`config.mk`:
```
export PLATFORM = sky130hd
export DESIGN_NAME = rf_wb_arbiter_flat
export DESIGN_NICKNAME = d
export VERILOG_FILES = /design/src/rtl/rf_wb_arbiter_pkg.sv /design/src/rtl/rf_wb_arbiter_if.sv /design/src/rtl/rf_wb_arbiter_scoreboard.sv /design/src/rtl/rf_wb_arbiter.sv /design/src/flat_wrapper.sv
export SDC_FILE = /design/constraint.sdc
export NUM_CORES = 1
export LEC_CHECK = 0
export CAP_MARGIN = 20
export CORE_MARGIN = 3
export CORE_UTILIZATION = 48
export CTS_BUF_LIST = sky130_fd_sc_hd__clkbuf_8
export DETAILED_ROUTE_END_ITERATION = 12
export GPL_TIMING_DRIVEN = 1
export PLACE_DENSITY_LB_ADDON = 0.3
export SLEW_MARGIN = 10
export SYNTH_ARGS = -nofsm -noshare
export SYNTH_HDL_FRONTEND = slang
export SYNTH_SLANG_ARGS = --single-unit
```
`constraint.sdc`:
```
create_clock -name clk -period 2.9 [get_ports clk]
set_input_delay 0.29 -clock clk [delete_from_list [all_inputs] [get_ports clk]]
set_output_delay 0.29 -clock clk [all_outputs]
set_load 0.02 [all_outputs]
```
`src/rtl/rf_wb_arbiter_pkg.sv`:
```
// Shared constants and types for the register-file write-back controller.
package rf_wb_arbiter_pkg;

  localparam int unsigned XLEN           = 32;
  localparam int unsigned NREG           = 32;
  localparam int unsigned AW             = 5;
  localparam int unsigned STARVE_MAX_DEF = 4;

  typedef enum logic {
    ST_INIT = 1'b0,
    ST_RUN  = 1'b1
  } state_e;

endpackage

```
`src/rtl/rf_wb_arbiter_if.sv`:
```
// Bus bundle between the write-back controller and its clients (ALU, LSU, issue stage).
interface rf_wb_arbiter_if;
  import rf_wb_arbiter_pkg::*;

  logic            alu_valid;
  logic [AW-1:0]   alu_rd;
  logic [XLEN-1:0] alu_data;
  logic            alu_ready;

  logic            lsu_valid;
  logic [AW-1:0]   lsu_rd;
  logic [XLEN-1:0] lsu_data;
  logic            lsu_ready;

  logic            lsu_issue;
  logic [AW-1:0]   lsu_issue_rd;

  logic [AW-1:0]   q_rs1;
  logic [AW-1:0]   q_rs2;
  logic            rs1_pend;
  logic            rs2_pend;

  logic [AW-1:0]   rf_rd;
  logic [XLEN-1:0] rf_wdata;
  logic            init_done;
  logic            sb_err;

  // Controller side
  modport slave (
    input  alu_valid, alu_rd, alu_data,
    output alu_ready,
    input  lsu_valid, lsu_rd, lsu_data,
    output lsu_ready,
    input  lsu_issue, lsu_issue_rd,
    input  q_rs1, q_rs2,
    output rs1_pend, rs2_pend,
    output rf_rd, rf_wdata, init_done, sb_err
  );

  // Client side
  modport master (
    output alu_valid, alu_rd, alu_data,
    input  alu_ready,
    output lsu_valid, lsu_rd, lsu_data,
    input  lsu_ready,
    output lsu_issue, lsu_issue_rd,
    output q_rs1, q_rs2,
    input  rs1_pend, rs2_pend,
    input  rf_rd, rf_wdata, init_done, sb_err
  );

endinterface

```
`src/rtl/rf_wb_arbiter_scoreboard.sv`:
```
// Pending-load scoreboard: one bit per register, set on load issue, cleared on
// load write-back, with a sticky error flag for protocol violations.
module rf_scoreboard
  import rf_wb_arbiter_pkg::*;
(
  input  logic            clk,
  input  logic            reset,
  input  logic            run,
  input  logic            set_en,
  input  logic [AW-1:0]   set_idx,
  input  logic            clr_en,
  input  logic [AW-1:0]   clr_idx,
  input  logic [AW-1:0]   q1_idx,
  input  logic [AW-1:0]   q2_idx,
  output logic            q1_pend,
  output logic            q2_pend,
  output logic [NREG-1:0] pend,
  output logic            sb_err
);

  logic [NREG-1:0] pend_q, pend_d;
  logic            err_q, err_d;
  logic            same_idx;

  // Pending-bit and error next state; set is applied after clear so it wins
  always_comb begin
    pend_d   = pend_q;
    err_d    = err_q;
    same_idx = set_en && clr_en && (set_idx == clr_idx);
    if (!run) begin
      if (set_en) begin
        err_d = 1'b1;
      end
    end else begin
      if (clr_en) begin
        if ((clr_idx != '0) && !pend_q[clr_idx]) begin
          err_d = 1'b1;
        end
        pend_d[clr_idx] = 1'b0;
      end
      if (set_en && (set_idx != '0)) begin
        // Re-issue in the same cycle as the matching write-back is a legal hand-over
        if (pend_q[set_idx] && !same_idx) begin
          err_d = 1'b1;
        end
        pend_d[set_idx] = 1'b1;
      end
      pend_d[0] = 1'b0;
    end
  end

  // Scoreboard state register
  always_ff @(posedge clk or negedge reset) begin
    if (!reset) begin
      pend_q <= '0;
      err_q  <= 1'b0;
    end else begin
      pend_q <= pend_d;
      err_q  <= err_d;
    end
  end

  // Query ports read registered state only
  always_comb begin
    q1_pend = pend_q[q1_idx];
    q2_pend = pend_q[q2_idx];
    pend    = pend_q;
    sb_err  = err_q;
  end

endmodule

```
`src/rtl/rf_wb_arbiter.sv`:
```
// Register-file write-port owner: zero-init sweep after reset, then ALU/LSU
// arbitration with LSU priority, ALU anti-starvation and load WAW stalls.
module rf_wb_arbiter
  import rf_wb_arbiter_pkg::*;
#(
  parameter int unsigned STARVE_MAX = STARVE_MAX_DEF
) (
  input  logic           clk,
  input  logic           reset,
  rf_wb_arbiter_if.slave bus
);

  localparam int unsigned SW = $clog2(STARVE_MAX + 1);

  state_e          state_q, state_d;
  logic [AW-1:0]   init_cnt_q, init_cnt_d;
  logic [SW-1:0]   starve_q, starve_d;

  logic [NREG-1:0] pend;
  logic            run;
  logic            starve_full;
  logic            alu_elig;
  logic            alu_rdy_raw;
  logic            lsu_rdy_raw;
  logic            alu_gnt;
  logic            lsu_gnt;

  // State register
  always_ff @(posedge clk or negedge reset) begin
    if (!reset) begin
      state_q <= ST_INIT;
    end else begin
      state_q <= state_d;
    end
  end

  // Next state: leave INIT once the last register has been written
  always_comb begin
    state_d = state_q;
    if ((state_q == ST_INIT) && (init_cnt_q == AW'(NREG - 1))) begin
      state_d = ST_RUN;
    end
  end

  // Arbitration; readys are formed without the requester's own valid
  always_comb begin
    run         = (state_q == ST_RUN);
    starve_full = (starve_q == SW'(STARVE_MAX));
    alu_elig    = bus.alu_valid && !pend[bus.alu_rd];
    alu_rdy_raw = !pend[bus.alu_rd] && (!bus.lsu_valid || starve_full);
    lsu_rdy_raw = !(alu_elig && starve_full);
    alu_gnt     = run && bus.alu_valid && alu_rdy_raw;
    lsu_gnt     = run && bus.lsu_valid && lsu_rdy_raw;
  end

  // Init sweep counter and ALU starvation counter next state
  always_comb begin
    init_cnt_d = init_cnt_q;
    starve_d   = '0;
    if (state_q == ST_INIT) begin
      init_cnt_d = init_cnt_q + AW'(1);
    end else if (alu_elig && !alu_gnt) begin
      starve_d = starve_full ? starve_q : starve_q + SW'(1);
    end
  end

  // Counter registers
  always_ff @(posedge clk or negedge reset) begin
    if (!reset) begin
      init_cnt_q <= AW'(1);
      starve_q   <= '0;
    end else begin
      init_cnt_q <= init_cnt_d;
      starve_q   <= starve_d;
    end
  end

  rf_scoreboard u_sb (
    .clk     (clk),
    .reset   (reset),
    .run     (run),
    .set_en  (bus.lsu_issue),
    .set_idx (bus.lsu_issue_rd),
    .clr_en  (lsu_gnt),
    .clr_idx (bus.lsu_rd),
    .q1_idx  (bus.q_rs1),
    .q2_idx  (bus.q_rs2),
    .q1_pend (bus.rs1_pend),
    .q2_pend (bus.rs2_pend),
    .pend    (pend),
    .sb_err  (bus.sb_err)
  );

  // Outputs; reset is folded in so the write port is idle while it is held low
  always_comb begin
    bus.alu_ready = 1'b0;
    bus.lsu_ready = 1'b0;
    bus.init_done = 1'b0;
    bus.rf_rd     = '0;
    bus.rf_wdata  = '0;
    if (reset) begin
      if (state_q == ST_INIT) begin
        bus.rf_rd = init_cnt_q;
      end else begin
        bus.init_done = 1'b1;
        bus.alu_ready = alu_rdy_raw;
        bus.lsu_ready = lsu_rdy_raw;
        if (alu_gnt) begin
          bus.rf_rd    = bus.alu_rd;
          bus.rf_wdata = bus.alu_data;
        end else if (lsu_gnt) begin
          bus.rf_rd    = bus.lsu_rd;
          bus.rf_wdata = bus.lsu_data;
        end
      end
    end
  end

endmodule
```
`src/flat_wrapper.sv`:
```
// flat-port wrapper written by rule: the top's interface ports become plain ports
module rf_wb_arbiter_flat import rf_wb_arbiter_pkg::*;
#(
  parameter int unsigned STARVE_MAX = STARVE_MAX_DEF
)
  (clk, reset, bus_alu_valid, bus_alu_rd, bus_alu_data, bus_alu_ready, bus_lsu_valid, bus_lsu_rd, bus_lsu_data, bus_lsu_ready, bus_lsu_issue, bus_lsu_issue_rd, bus_q_rs1, bus_q_rs2, bus_rs1_pend, bus_rs2_pend, bus_rf_rd, bus_rf_wdata, bus_init_done, bus_sb_err);
  rf_wb_arbiter_if bus_i ();
  input  logic clk;
  input  logic reset;
  input wire logic [$bits(bus_i.alu_valid)-1:0] bus_alu_valid;
  input wire logic [$bits(bus_i.alu_rd)-1:0] bus_alu_rd;
  input wire logic [$bits(bus_i.alu_data)-1:0] bus_alu_data;
  output wire logic [$bits(bus_i.alu_ready)-1:0] bus_alu_ready;
  input wire logic [$bits(bus_i.lsu_valid)-1:0] bus_lsu_valid;
  input wire logic [$bits(bus_i.lsu_rd)-1:0] bus_lsu_rd;
  input wire logic [$bits(bus_i.lsu_data)-1:0] bus_lsu_data;
  output wire logic [$bits(bus_i.lsu_ready)-1:0] bus_lsu_ready;
  input wire logic [$bits(bus_i.lsu_issue)-1:0] bus_lsu_issue;
  input wire logic [$bits(bus_i.lsu_issue_rd)-1:0] bus_lsu_issue_rd;
  input wire logic [$bits(bus_i.q_rs1)-1:0] bus_q_rs1;
  input wire logic [$bits(bus_i.q_rs2)-1:0] bus_q_rs2;
  output wire logic [$bits(bus_i.rs1_pend)-1:0] bus_rs1_pend;
  output wire logic [$bits(bus_i.rs2_pend)-1:0] bus_rs2_pend;
  output wire logic [$bits(bus_i.rf_rd)-1:0] bus_rf_rd;
  output wire logic [$bits(bus_i.rf_wdata)-1:0] bus_rf_wdata;
  output wire logic [$bits(bus_i.init_done)-1:0] bus_init_done;
  output wire logic [$bits(bus_i.sb_err)-1:0] bus_sb_err;
  assign bus_i.alu_valid = bus_alu_valid;
  assign bus_i.alu_rd = bus_alu_rd;
  assign bus_i.alu_data = bus_alu_data;
  assign bus_alu_ready = bus_i.alu_ready;
  assign bus_i.lsu_valid = bus_lsu_valid;
  assign bus_i.lsu_rd = bus_lsu_rd;
  assign bus_i.lsu_data = bus_lsu_data;
  assign bus_lsu_ready = bus_i.lsu_ready;
  assign bus_i.lsu_issue = bus_lsu_issue;
  assign bus_i.lsu_issue_rd = bus_lsu_issue_rd;
  assign bus_i.q_rs1 = bus_q_rs1;
  assign bus_i.q_rs2 = bus_q_rs2;
  assign bus_rs1_pend = bus_i.rs1_pend;
  assign bus_rs2_pend = bus_i.rs2_pend;
  assign bus_rf_rd = bus_i.rf_rd;
  assign bus_rf_wdata = bus_i.rf_wdata;
  assign bus_init_done = bus_i.init_done;
  assign bus_sb_err = bus_i.sb_err;
  rf_wb_arbiter #(.STARVE_MAX(STARVE_MAX)) u_core (.clk(clk), .reset(reset), .bus(bus_i));
endmodule
```
Yosys cells after proc, flatten, opt, wreduce, memory -nomap -nowiden
Cells that the tools add are included.
Operators by class
  $add $sub $neg: 2
  bitwise logic cells: 4
  mux-type cells: 40
  magnitude comparators: 7
  equality and inequality tests: 4
  reduce and logical (&&, ||, !) cells: 26
Operator list (number)
  $mux W32: 7
  $and A32 B32 Y32: 1
  $not A32 Y32: 1
  $or A32 B32 Y32: 1
  $lt A5 B6 Y1 const B: 5
  $bmux W1 S5: 5
  $mux W5: 4
  $mux W1: 19
  $logic_and A1 B1 Y1: 16
  $demux W1 S5: 2
  $ge A5 B1 Y1 const B: 2
  $reduce_bool A5 Y1: 2
  $mux W3: 3
  $logic_not A1 Y1: 6
  $add A5 B1 Y5 const B: 1
  $eq A5 B5 Y1: 1
  $eq A5 B5 Y1 const B: 1
  $add A3 B1 Y3 const B: 1
  $eq A3 B3 Y1 const B: 1
  $ne A3 B3 Y1 const B: 1
  $reduce_bool A2 Y1: 1
  $logic_or A1 B1 Y1: 1
  $not A1 Y1: 1
Storage, ports and cells
  bits in registers: 41
  logic and storage cells: 88
  output and inout bits: 43

Longest topological paths before layout
  depth in word-level cells: 14
  depth in mapped cells: 10
  mapped depth without buffers: 6

By module
A second synthesis with hierarchy kept.
Second synthesis, totals
  cells, all modules: 375
  area total of the unflattened synthesis: 3787.4 µm²
By module, submodules not included
  rf_scoreboard: cells an instance 235, times used 1, area an instance 2514.9 µm²
  rf_wb_arbiter: cells an instance 140, times used 1, area an instance 1272.5 µm²

Worst setup path before layout
No wires, ideal clock.
  path kind: input-to-output
  from: in bus_alu_rd[1]
  to: out bus_rf_wdata[10]
  arrival: 2.314 ns
  path slack: 0.296 ns
  path buffers: 3
  cell stages on the path: 8
  path through: clkbuf_1 -> mux4_2 -> a32oi_2 -> a21o_1 -> buf_2 -> buf_2 -> a32oi_1 -> nor2_1
On the way
  longest elaborated chain between the ends: 11
RTL lines
  from (decl): line flat_wrapper.sv:11  | input wire logic [$bits(bus_i.alu_rd)-1:0] bus_alu_rd;
  $bmux W1 S5 (*): line rf_wb_arbiter.sv:49, rf_wb_arbiter.sv:50
  $mux W1 (not written as such) (*): line rf_wb_arbiter.sv:49, rf_wb_arbiter.sv:50
  $logic_not A1 Y1 (*): line rf_wb_arbiter.sv:49, rf_wb_arbiter.sv:50
  $logic_and A1 B1 Y1: line rf_wb_arbiter.sv:49  | alu_elig = bus.alu_valid && !pend[bus.alu_rd];
  $logic_and A1 B1 Y1: line rf_wb_arbiter.sv:51  | lsu_rdy_raw = !(alu_elig && starve_full);
  $logic_not A1 Y1: line rf_wb_arbiter.sv:51
  $logic_and A1 B1 Y1: line rf_wb_arbiter.sv:53  | lsu_gnt = run && bus.lsu_valid && lsu_rdy_raw;
  $mux W32: line rf_wb_arbiter.sv:111  | end else if (lsu_gnt) begin
  $mux W32 (*): line rf_wb_arbiter.sv:108  | if (alu_gnt) begin
  $mux W32 (*): line rf_wb_arbiter.sv:102  | if (state_q == ST_INIT) begin
  $mux W32 (*): line rf_wb_arbiter.sv:101  | if (reset) begin
  to (decl): line flat_wrapper.sv:25  | output wire logic [$bits(bus_i.rf_wdata)-1:0] bus_rf_wdata;
Every way passes the cells marked *; elsewhere a longest branch is shown, timed or not. The select of a mux whose other input is x is not followed.

Worst setup path in the final report
  from: reg u_core.u_sb.pend_q[7], in the netlist u_core.u_sb.pend[7]
  to: out bus_rf_wdata[20]
On the way
  longest elaborated chain between the ends: 11
RTL lines
  from (decl): line rf_wb_arbiter_scoreboard.sv:21  | logic [NREG-1:0] pend_q, pend_d;
  from (signal assigned): line rf_wb_arbiter_scoreboard.sv:58  | pend_q <= pend_d;
  $bmux W1 S5 (*): line rf_wb_arbiter.sv:49, rf_wb_arbiter.sv:50
  $mux W1 (not written as such) (*): line rf_wb_arbiter.sv:49, rf_wb_arbiter.sv:50
  $logic_not A1 Y1 (*): line rf_wb_arbiter.sv:49, rf_wb_arbiter.sv:50
  $logic_and A1 B1 Y1: line rf_wb_arbiter.sv:49
  $logic_and A1 B1 Y1: line rf_wb_arbiter.sv:51
  $logic_not A1 Y1: line rf_wb_arbiter.sv:51
  $logic_and A1 B1 Y1: line rf_wb_arbiter.sv:53
  $mux W32: line rf_wb_arbiter.sv:111
  $mux W32 (*): line rf_wb_arbiter.sv:108
  $mux W32 (*): line rf_wb_arbiter.sv:102
  $mux W32 (*): line rf_wb_arbiter.sv:101
Marks and branches as above.

==> results.ini <==
[run_status]
outcome=finished, violations left
violations=negative setup slack

[sta]
fin_worst_skew_ns=0.00712
timing_hold_violations_final=0
min_period_ns=2.96
tightest_slew_ns=0.538
fmaxAchievable_mhz=338
max_slew_margin=0.641
setup_tns_ns=-0.270
post-route-period-util=1.02
rsz0062_at_grt=true
slew_violations=0
hold_slack_ns=0.0875
setup_viol=14
fin_ws_ns=-0.0560

[clocking]
h-tree-depth=2
numCtsBuffers=5
ctsHoldBuffers=0
clk_path_buf_depth=2
path_clk_slew_ns=0.09
cts-root-buf=clkbuf_8
clkSinkCount=41
cts_tree=yes
clk_latency_ns=0.29

[synthesis]
ys.flop_type=dfrtp_1
syn_area_per_cell_sq_um=9.88
synth_edf_count=0
synth_fp_nets=501
ys_seq_area_frac=0.258
ys_ff_latch=41
ys_types=49
syn_area_sq_um=3980
synth_warnings=0
async_flop_share=1.00
synthCells=403

[job]
maxCapViolations=0

[global_routing]
grt_max_degree=42
grt.overflow.total=0
grt_first_pass_wirelength_microns=26900
grt_pass1_vias=4615
antenna_found_initial=0
grt_use_total=0.361

[layout]
fin_cells=689
fin_nets=684
drive_above_1_share=0.353
area_growth_pct=56.0
antenna_cells=0

[setup_path]
startpoint_type=flop
worstPathArrival_ns=2.67
worst-setup-path-type=reg -> out
end_kind=output port
path_max_fanout=9
required_ns=2.61

[floorplanning]
io_pins=137
initial_core_util=0.505
core_region_area_sq_um=7890
dieArea_sq_um=9430
rows=32
die_h_microns=97.1
die_x_microns=97.1

[place]
pre_cts_ws_ns=-0.674
numPlacedInstances=660
gp_congestion=0.967
hpwl_microns=11800
io_buffers=136

[detailed_routing]
postRouteAntennaNets=0
via_count=4899
wl_microns=17800
viasPerCell=7.11
routedWlPerCell_microns=25.8
drc=0
drt_iter0_drc=630
drtPass1Iterations=5

[worst_hold_path]
hold_path_class=in -> async

[power]
p_leak_nw=2.50
ir_drop_mv=0.397
powerDensity_nw_per_um2=340

## cells by family (layout without fill, tap and decap cells)
| kind of cell | count (synthesis) | in the layout | synth area share |
|---|---|---|---|
| AO/OA/AOI/OAI | 127 | 127 | 0.243 |
| AND/OR/NAND/NOR | 113 | 113 | 0.142 |
| multiplexers | 57 | 57 | 0.259 |
| buffers and inverters | 53 | 237 | 0.0685 |
| flip-flops | 41 | 41 | 0.258 |
| XOR/XNOR | 8 | 8 | 0.0176 |
| adder cells (fa/ha/maj) | 4 | 4 | 0.0126 |
## critical path, stage by stage, from the launching register on
cell and delay (ns):
dfrtp_1 0.42, mux4_2 0.50, a22oi_2 0.23, a32oi_4 0.10
a211oi_4 0.38, bufbuf_16 0.34, a32oi_1 0.07, nor2_1 0.13
buf_2 0.19
## per-stage QoR
step / util / area (sq um) / total power (W)
2_1_floorplan: - / 3980 / 0.00115
3_3_place_gp: 0.733 / 5780 / 0.00160
3_5_place_dp: 0.733 / 5780 / 0.00162
4_1_cts: 0.771 / 6080 / 0.00203
5_1_grt: 0.788 / 6210 / 0.00218
6_report: 0.788 / 6210 / 0.00211
## report_power, final
part	switching [W]	internal (W)	total, W
Combinational	0.000502	0.000561	0.00106
Sequential	0.0000437	0.000628	0.000672
Clock	0.000210	0.000166	0.000377
Total	0.000756	0.00136	0.00211
## layer usage
layer  global-route usage  share of wire  vias to the layer above
li1                     -              -                     2006
met1                0.469           0.35                     2349
met2                0.597           0.47                      459
met3               0.0732           0.13                       85
met4                0.136          0.050                        0
met5                    0              0                        -
## final timing paths
path	from	endpoint	slack (ns)	depth (start not counted)
worst max-delay path	u_core.u_sb.pend[7]$_DFFE_PN0P_	bus_rf_wdata[20]	-0.06	8
worst min-delay path	reset	u_core.u_sb.pend[16]$_DFFE_PN0P_	0.09	2
worst max register to register	u_core.u_sb.pend[30]$_DFFE_PN0P_	u_core.u_sb.pend[18]$_DFFE_PN0P_	0.16	9
worst min register to register	u_core.starve_q[0]$_DFFE_PN0P_	u_core.starve_q[0]$_DFFE_PN0P_	0.47	1
max in group asynchronous	reset	u_core.u_sb.pend[9]$_DFFE_PN0P_	2.44	2
min in group clk	u_core.starve_q[0]$_DFFE_PN0P_	u_core.starve_q[0]$_DFFE_PN0P_	0.47	1
## state kept, by name (all words and copies together), names as in the netlist
register and cells:
u_core.u_sb.sb_err 1, u_core.init_cnt_q 5, u_core.run 1, u_core.starve_q 3, u_core.u_sb.pend 31
## cell usage after synthesis (5+ instances only)
cell type / n / share of area
a32oi_1: 37 / 0.081
inv_1: 9 / 0.0085
nand3_1: 13 / 0.016
mux4_2: 36 / 0.20
mux2_2: 7 / 0.020
o21ai_1: 5 / 0.0063
or3b_2: 5 / 0.011
nand2_1: 15 / 0.014
o21ai_0: 34 / 0.043
nand3b_1: 7 / 0.013
buf_6: 7 / 0.020
o41ai_1: 31 / 0.068
mux2i_1: 14 / 0.035
nor2_1: 43 / 0.041
nor2b_1: 8 / 0.013
clkbuf_1: 31 / 0.029
dfrtp_1: 40 / 0.25
## timing repair
item	4_1_cts	5_1_grt
pin swaps	4	12
gates resized for setup	178	54
gates cloned	5	0
setup endpoints to repair	41	38
setup buffers	21	6
## cell usage in the layout, fill, tap and decap left out, drive strengths merged, types with 2 or more instances in the layout
cell type / Yosys / final
nor2b: 8 / 8
or3: 2 / 2
o22ai: 2 / 2
clkinvlp: 0 / 2
xnor2: 4 / 4
dlygate4sd2: 0 / 5
inv: 9 / 10
clkdlybuf4s50: 0 / 91
o41ai: 31 / 31
and2: 2 / 2
xor2: 4 / 4
or2: 3 / 3
a21oi: 2 / 2
a211oi: 3 / 3
buf: 13 / 121
nand2: 15 / 15
nor2: 43 / 43
nand2b: 3 / 3
ha: 4 / 4
o21ai: 39 / 39
nand4: 4 / 4
a32oi: 38 / 38
a22oi: 3 / 3
a31oi: 2 / 2
or3b: 5 / 5
mux4: 36 / 36
a311oi: 2 / 2
mux2i: 14 / 14
dfrtp: 40 / 40
nand3b: 7 / 7
clkbuf: 31 / 6
nand3: 13 / 13
mux2: 7 / 7
nor3: 4 / 4
## final cells by class
cell class / count / area (sq um)
clock buffer: 5 / 68.8
clock inverter: 3 / 18.8
fill: 488 / 1670
inverter: 9 / 33.8
multi-input combinational: 309 / 2850
sequential: 41 / 1030
tap: 102 / 128
timing repair buffer: 220 / 2090
Power figures use the tool's default switching activity.
==> RTL change 1 (same flow settings) <==
Set the package constant `STARVE_MAX_DEF` to 16 (it was 4).
--- a/src/rtl/rf_wb_arbiter_pkg.sv
+++ b/src/rtl/rf_wb_arbiter_pkg.sv
@@ -5,5 +5,5 @@
   localparam int unsigned NREG           = 32;
   localparam int unsigned AW             = 5;
-  localparam int unsigned STARVE_MAX_DEF = 4;
+  localparam int unsigned STARVE_MAX_DEF = 16;
 
   typedef enum logic {
Check against the original RTL: same outputs for any inputs over 10 cycles, from zero or initial values and one cycle with reset low; that may be too few to reach the edited logic, so the function may still have changed.
==> RTL change 1 against the unedited design <==
Clock skew is 0.0041 ns higher. Sequential power decreased by 7.7%. Total power fell by 24%. Design area is 7.5% lower. First-iteration DRC count down 36%. Area after synthesis down 0.63%. Final cell count shrank 2.0%. Largest power group is now sequential cells. Routed wire length is 7.3% lower. Clock power up 20%. Setup slack better by 0.11 ns. Sequential cell count increased by 2. Hold slack improved by 0.41 ns. Combinational power is 49% lower.
==> RTL change 1: results (changes against the unedited design) <==
Outcome
  – Outcome: finished, final reports clean

GRT
  – Initial antenna violation count: 0 (unchanged)
  – Vias in the first global route: 4332 (-6.1%)
  – First-pass GRT wire length: 25900 um (-3.8%)
  – M2 GR Usage: 56.3% (-3.4 points)
  – GRT Total Usage: 35.4% (-0.75 points)
  – Largest net degree at the start of global routing: 28 (-33%)
  – GR Util met3: 8.15% (+0.82 points)
  – GRT met1 Usage: 47.3% (+0.37 points)

Logic synthesis
  – Post-synthesis sequential area ratio: 27.2% (+1.4 points)
  – Synth top area cells: dfrtp_1 (27%), mux4_2 (16%), a22o_1 (7.1%)
  – Post-synthesis cell type count: 48 (-2.0%)
  – Syn_nets: 514 (+2.6%)
  – Top post-synthesis cells by count: dfrtp_1 (42), inv_1 (36), o21ai_0 (36), a22oi_1 (35), a22o_1 (32)
  – Synthesized instance count: 416 (+3.2%)

Critical path
  – Max incr delay on CP: 0.34 ns (-0.16 ns)
  – R2r startpoint: u_core.u_sb.pend[3]
  – Worst setup path startpoint: bus_alu_rd[0]
  – Worst R2R Setup Slack: 0.62 ns (+0.46 ns)
  – Slowest-stage cell, CP: a221o_1
  – Worst EP arrival: 2.56 ns (-0.11 ns)
  – Crit path launch type: input port
  – Crit-path max FO: 8 (-1)

Pwr
  – Combinational share of power: 33.5% (-17 points)
  – Power share of the sequential group: 38.5% (+6.7 points)
  – Cell internal pwr: 1.14 mW (-16%)
  – Worst vdd ir: 0.350 mV (-12%)
  – LEAKAGE: 2.59 nW (+3.9%)

Detailed routing
  – DR iter-0 viols: 401 (-36%)
  – Met1 Wirelength: 6500 um (+3.5%)
  – Via density per instance: 6.37 (-10%)
  – Met2 WL: 7760 um (-7.5%)
  – Met3 wire length: 1650 um (-27%)
  – Avg WL per Cell: 24.5 um (-5.4%)
  – Drt total wl: 16500 um (-7.3%)

Layout
  – Nets: 670 (-2.0%)
  – Post-layout util: 73.3% (-5.5 points)
  – Layout cell share with drive strength beyond 1: 22.3% (-13 points)
  – Fill cells: 620 (+27%)

Placed design
  – Placed instance area: 0.00563 sq mm (-2.7%)
  – DP HPWL: 13000 um (+9.5%)
  – IO Port Bufs: 136 (unchanged)
  – Placed insts: 664 (+0.61%)
  – Pre-CTS setup slack: -0.395 ns (+0.279 ns)
  – Gpl congestion: 1.01 (+4.7%)

Timing
  – WHS: 0.495 ns (+0.408 ns)
  – Clock Skews: 0.0112 ns (+0.00407 ns)
  – Headroom to the max-slew limit: 56.9% (-7.3 points)
  – F_max: 0.351 GHz (+3.8%)

CTS
  – CTS hold repair buffers: 1 (+1)
  – Worst-skew pair later-pin latency: 0.30 ns
  – Postcts setup bufs: 1 (-95%)
## RTL change 1: changes by cell type after synthesis, moves of 6 or more
| cell | delta |
|---|---|
| a32oi_1 | -37 |
| a22oi_1 | +33 |
| a22o_1 | +32 |
| o41ai_1 | -31 |
| inv_1 | +27 |
| clkbuf_1 | -19 |
| nor2_1 | -19 |
| mux2i_1 | +10 |
| a21oi_1 | +9 |
| and2_1 | +8 |
| mux4_2 | -8 |
| buf_2 | +6 |
## RTL change 1: worst paths after layout
| path | end | cells past startpoint |
|---|---|---|
| max in group asynchronous | u_core.init_cnt_q[0] | 4 |
| min | u_core.starve_q[0] | 1 |
| min reg2reg | u_core.starve_q[0] | 1 |
| max reg2reg | u_core.u_sb.pend[16] | 7 |
| min in group asynchronous | u_core.u_sb.pend[2] | 3 |
| max | bus_rf_rd[2] | 10 |
## RTL change 1: cell families (layout without fill, tap and decap cells)
family          count (synthesis)  in the layout  share of synthesized area [%]
buf+inv                        67            224                           7.71
fa+ha+maj                       4              4                           1.26
xor+xnor                       11             11                           2.43
mux                            57             57                           23.4
flops                          43             43                           27.2
compound gates                137            137                           25.1
simple gates                   97             97                           12.9
## RTL change 1: critical path: cells and delay by family
| family | cells | cell delay [ns] |
|---|---|---|
| buffers and inverters | 4 | 1.06 |
| AO/OA/AOI/OAI | 2 | 0.55 |
| AND/OR/NAND/NOR | 3 | 0.53 |
| multiplexers | 1 | 0.11 |
## RTL change 1: cell type report
type                            count  share of cell area, %
Inverter                           36                   2.35
Clock inverter                      3                  0.653
Timing Repair Buffer              180                   29.8
Sequential cell                    43                   18.8
Multi-Input combinational cell    306                   44.9
Tap cell                          102                   2.22
Clock buffer                        5                   1.20
==> RTL change 2 (config.mk and constraints unchanged) <==
Without the edit above. Reset style: synchronous (`reset`), changed in 3 clocked blocks.
--- a/src/rtl/rf_wb_arbiter_scoreboard.sv
+++ b/src/rtl/rf_wb_arbiter_scoreboard.sv
@@ -51,5 +51,5 @@
 
   // Scoreboard state register
-  always_ff @(posedge clk or negedge reset) begin
+  always_ff @(posedge clk) begin
     if (!reset) begin
       pend_q <= '0;
--- a/src/rtl/rf_wb_arbiter.sv
+++ b/src/rtl/rf_wb_arbiter.sv
@@ -27,5 +27,5 @@
 
   // State register
-  always_ff @(posedge clk or negedge reset) begin
+  always_ff @(posedge clk) begin
     if (!reset) begin
       state_q <= ST_INIT;
@@ -66,5 +66,5 @@
 
   // Counter registers
-  always_ff @(posedge clk or negedge reset) begin
+  always_ff @(posedge clk) begin
     if (!reset) begin
       init_cnt_q <= AW'(1);
Check against the original RTL: differs if reset is asserted again (counterexample within 4 cycles, from zero or initial values and one cycle with reset low); with reset held inactive, the same outputs for 10 cycles.
==> RTL change 2 against the unedited design <==
The run still ends with setup timing left. Area after synthesis shrank 6.9%. Routed wire length down 15%. Via count is 8.4% lower. Global-route usage is 2.5 points lower. Sequential cell count unchanged. Design area shrank 7.4%. Setup slack improved by 0.032 ns. Largest cell class unchanged.
Power is not compared: it rests on default switching activity, and its combinational part moved more than twofold at a synthesized area within 25%.
==> RTL change 2: results (changes against the unedited design) <==
Outcome
  – Outcome: finished with violations
  – Failing checks: setup timing

Hold path
  – Hold Path Sink: u_core.starve_q[0]
  – Worst min-delay path class: flop to flop

Logic synthesis
  – Syn_nets: 513 (+2.4%)
  – Top post-synthesis cells by count: nor2_1 (46), dfxtp_1 (41), a22oi_1 (35), o21ai_0 (33)
  – Post-synthesis async set-or-reset flop share: 0% (-100 points)
  – Synthesized instance count: 415 (+3.0%)
  – Post-synthesis sequential area ratio: 22.1% (-3.6 points)
  – Synth top area cells: dfxtp_1 (22%), mux4_2 (19%), a22oi_1 (7.1%)

GRT
  – Initial antenna violation count: 0 (unchanged)
  – First-pass GRT wire length: 23000 um (-14%)
  – Largest net degree at the start of global routing: 33 (-21%)
  – GRT Total Usage: 33.7% (-2.5 points)
  – Vias in the first global route: 4536 (-1.7%)

Critical path
  – Worst EP arrival: 2.63 ns (-0.04 ns)
  – Worst R2R Setup Slack: 0.27 ns (+0.11 ns)
  – R2R Path End: u_core.u_sb.pend[19]
  – R2r startpoint: u_core.u_sb.pend[6]
  – FF-to-FF path depth: 9 (unchanged)
  – Setup crit end kind: primary output

Timing
  – Final total negative setup slack: -0.0962 ns (+0.174 ns)
  – Clock Skews: 0.0141 ns (+0.00697 ns)
  – Final Setup Violations: 7 (-7)
  – Setup ws final: -0.0236 ns (+0.0324 ns)
  – Worst Tran Pin Value: 0.848 ns (+0.310 ns)

Layout
  – Layout cell share with drive strength beyond 1: 29.2% (-6.1 points)
  – Fill cells: 533 (+9.2%)

Detailed routing
  – DR iter-0 viols: 434 (-31%)
  – Drt total wl: 15100 um (-15%)
  – Via density per instance: 6.52 (-8.4%)

Pwr
  – Worst vdd ir: 0.229 mV

Placed design
  – DP HPWL: 11600 um (-2.3%)
  – Gpl congestion: 1.03 (+6.9%)
  – Placed insts: 673 (+2.0%)
RTL change 2: repair_timing:
item	in CTS	in global routing
gates cloned	2	1
buffers inserted	3	4
setup endpoints to repair	41	35
gates resized for setup	168	33
pin swaps	1	9
RTL change 2: power by group:
part	switching (mW)	internal, mW
sequential	0.00812	0.569
clock	0.211	0.342
combinational	0.152	0.206
RTL change 2: final cells by class:
| type | instances | area share (%) |
|---|---|---|
| multi-input cells | 325 | 47.3 |
| repair buffers | 207 | 33.2 |
| flip-flops and latches | 41 | 14.4 |
| well taps | 99 | 2.15 |
| clock buffers | 5 | 1.20 |
| clock inverters | 3 | 1.13 |
| inverters | 9 | 0.587 |
RTL change 2: through the flow:
step                      util (%)  instance area [sq um]  setup WS (ns)  power [mW]  hold slack [ns]
after floorplan                  -                   3710         0.0628       0.725            0.429
after global placement        75.6                   5570         -0.581       0.932            0.442
after detailed placement      75.6                   5570         -0.673       0.937            0.466
after CTS                     76.6                   5640        -0.0623        1.48            0.481
after global routing          78.1                   5750         -0.102        1.53            0.491
final                         78.1                   5750        -0.0236        1.49            0.469
RTL change 2: cell families (layout without fill, tap and decap cells):
group / after synthesis / after routing / share of synthesized area [%]
AOI/OAI and AO/OA: 123 / 123 / 23.8
muxes: 60 / 60 / 27.3
buffers and inverters: 49 / 224 / 5.54
xor gates and xnor gates: 8 / 8 / 1.89
and+or+nand+nor: 130 / 130 / 18.0
adders and majority gates: 4 / 4 / 1.35
DFF: 41 / 41 / 22.1
RTL change 2: per-layer routing:
| metal | track usage [%] | vias up | wire (um) |
|---|---|---|---|
| met1 | 41.5 | 2151 | 5740 |
| met3 | 6.49 | 48 | 1500 |
| met4 | 15.3 | 0 | 645 |
| li1 | - | 1988 | - |
| met2 | 56.7 | 302 | 7220 |
| met5 | 0 | - | 0 |
RTL change 2: critical path, cell delays in order, from the launching register on:
cell and delay [ns]:
dfxtp_2 0.38, mux4_2 0.24, nor2b_1 0.04, or4_1 0.52
and4_4 0.18, buf_6 0.12, a21oi_4 0.16, buf_12 0.14
buf_6 0.14, buf_6 0.11, a22oi_2 0.04, nor2_1 0.11
buf_4 0.15
RTL change 2: how the worst max path moves through the flow:
stage	startpoint	to	slack (ns)
after global placement	bus_alu_rd[1]	bus_rf_wdata[11]	-0.58
after floorplan	bus_alu_rd[0]	bus_rf_wdata[10]	0.06
final	u_core.u_sb.pend[6]	bus_rf_wdata[4]	-0.02
after CTS	u_core.u_sb.pend[6]	bus_rf_wdata[25]	-0.06
after detailed placement	bus_alu_rd[0]	bus_rf_wdata[11]	-0.67
after global routing	u_core.u_sb.pend[6]	bus_rf_wdata[31]	-0.10
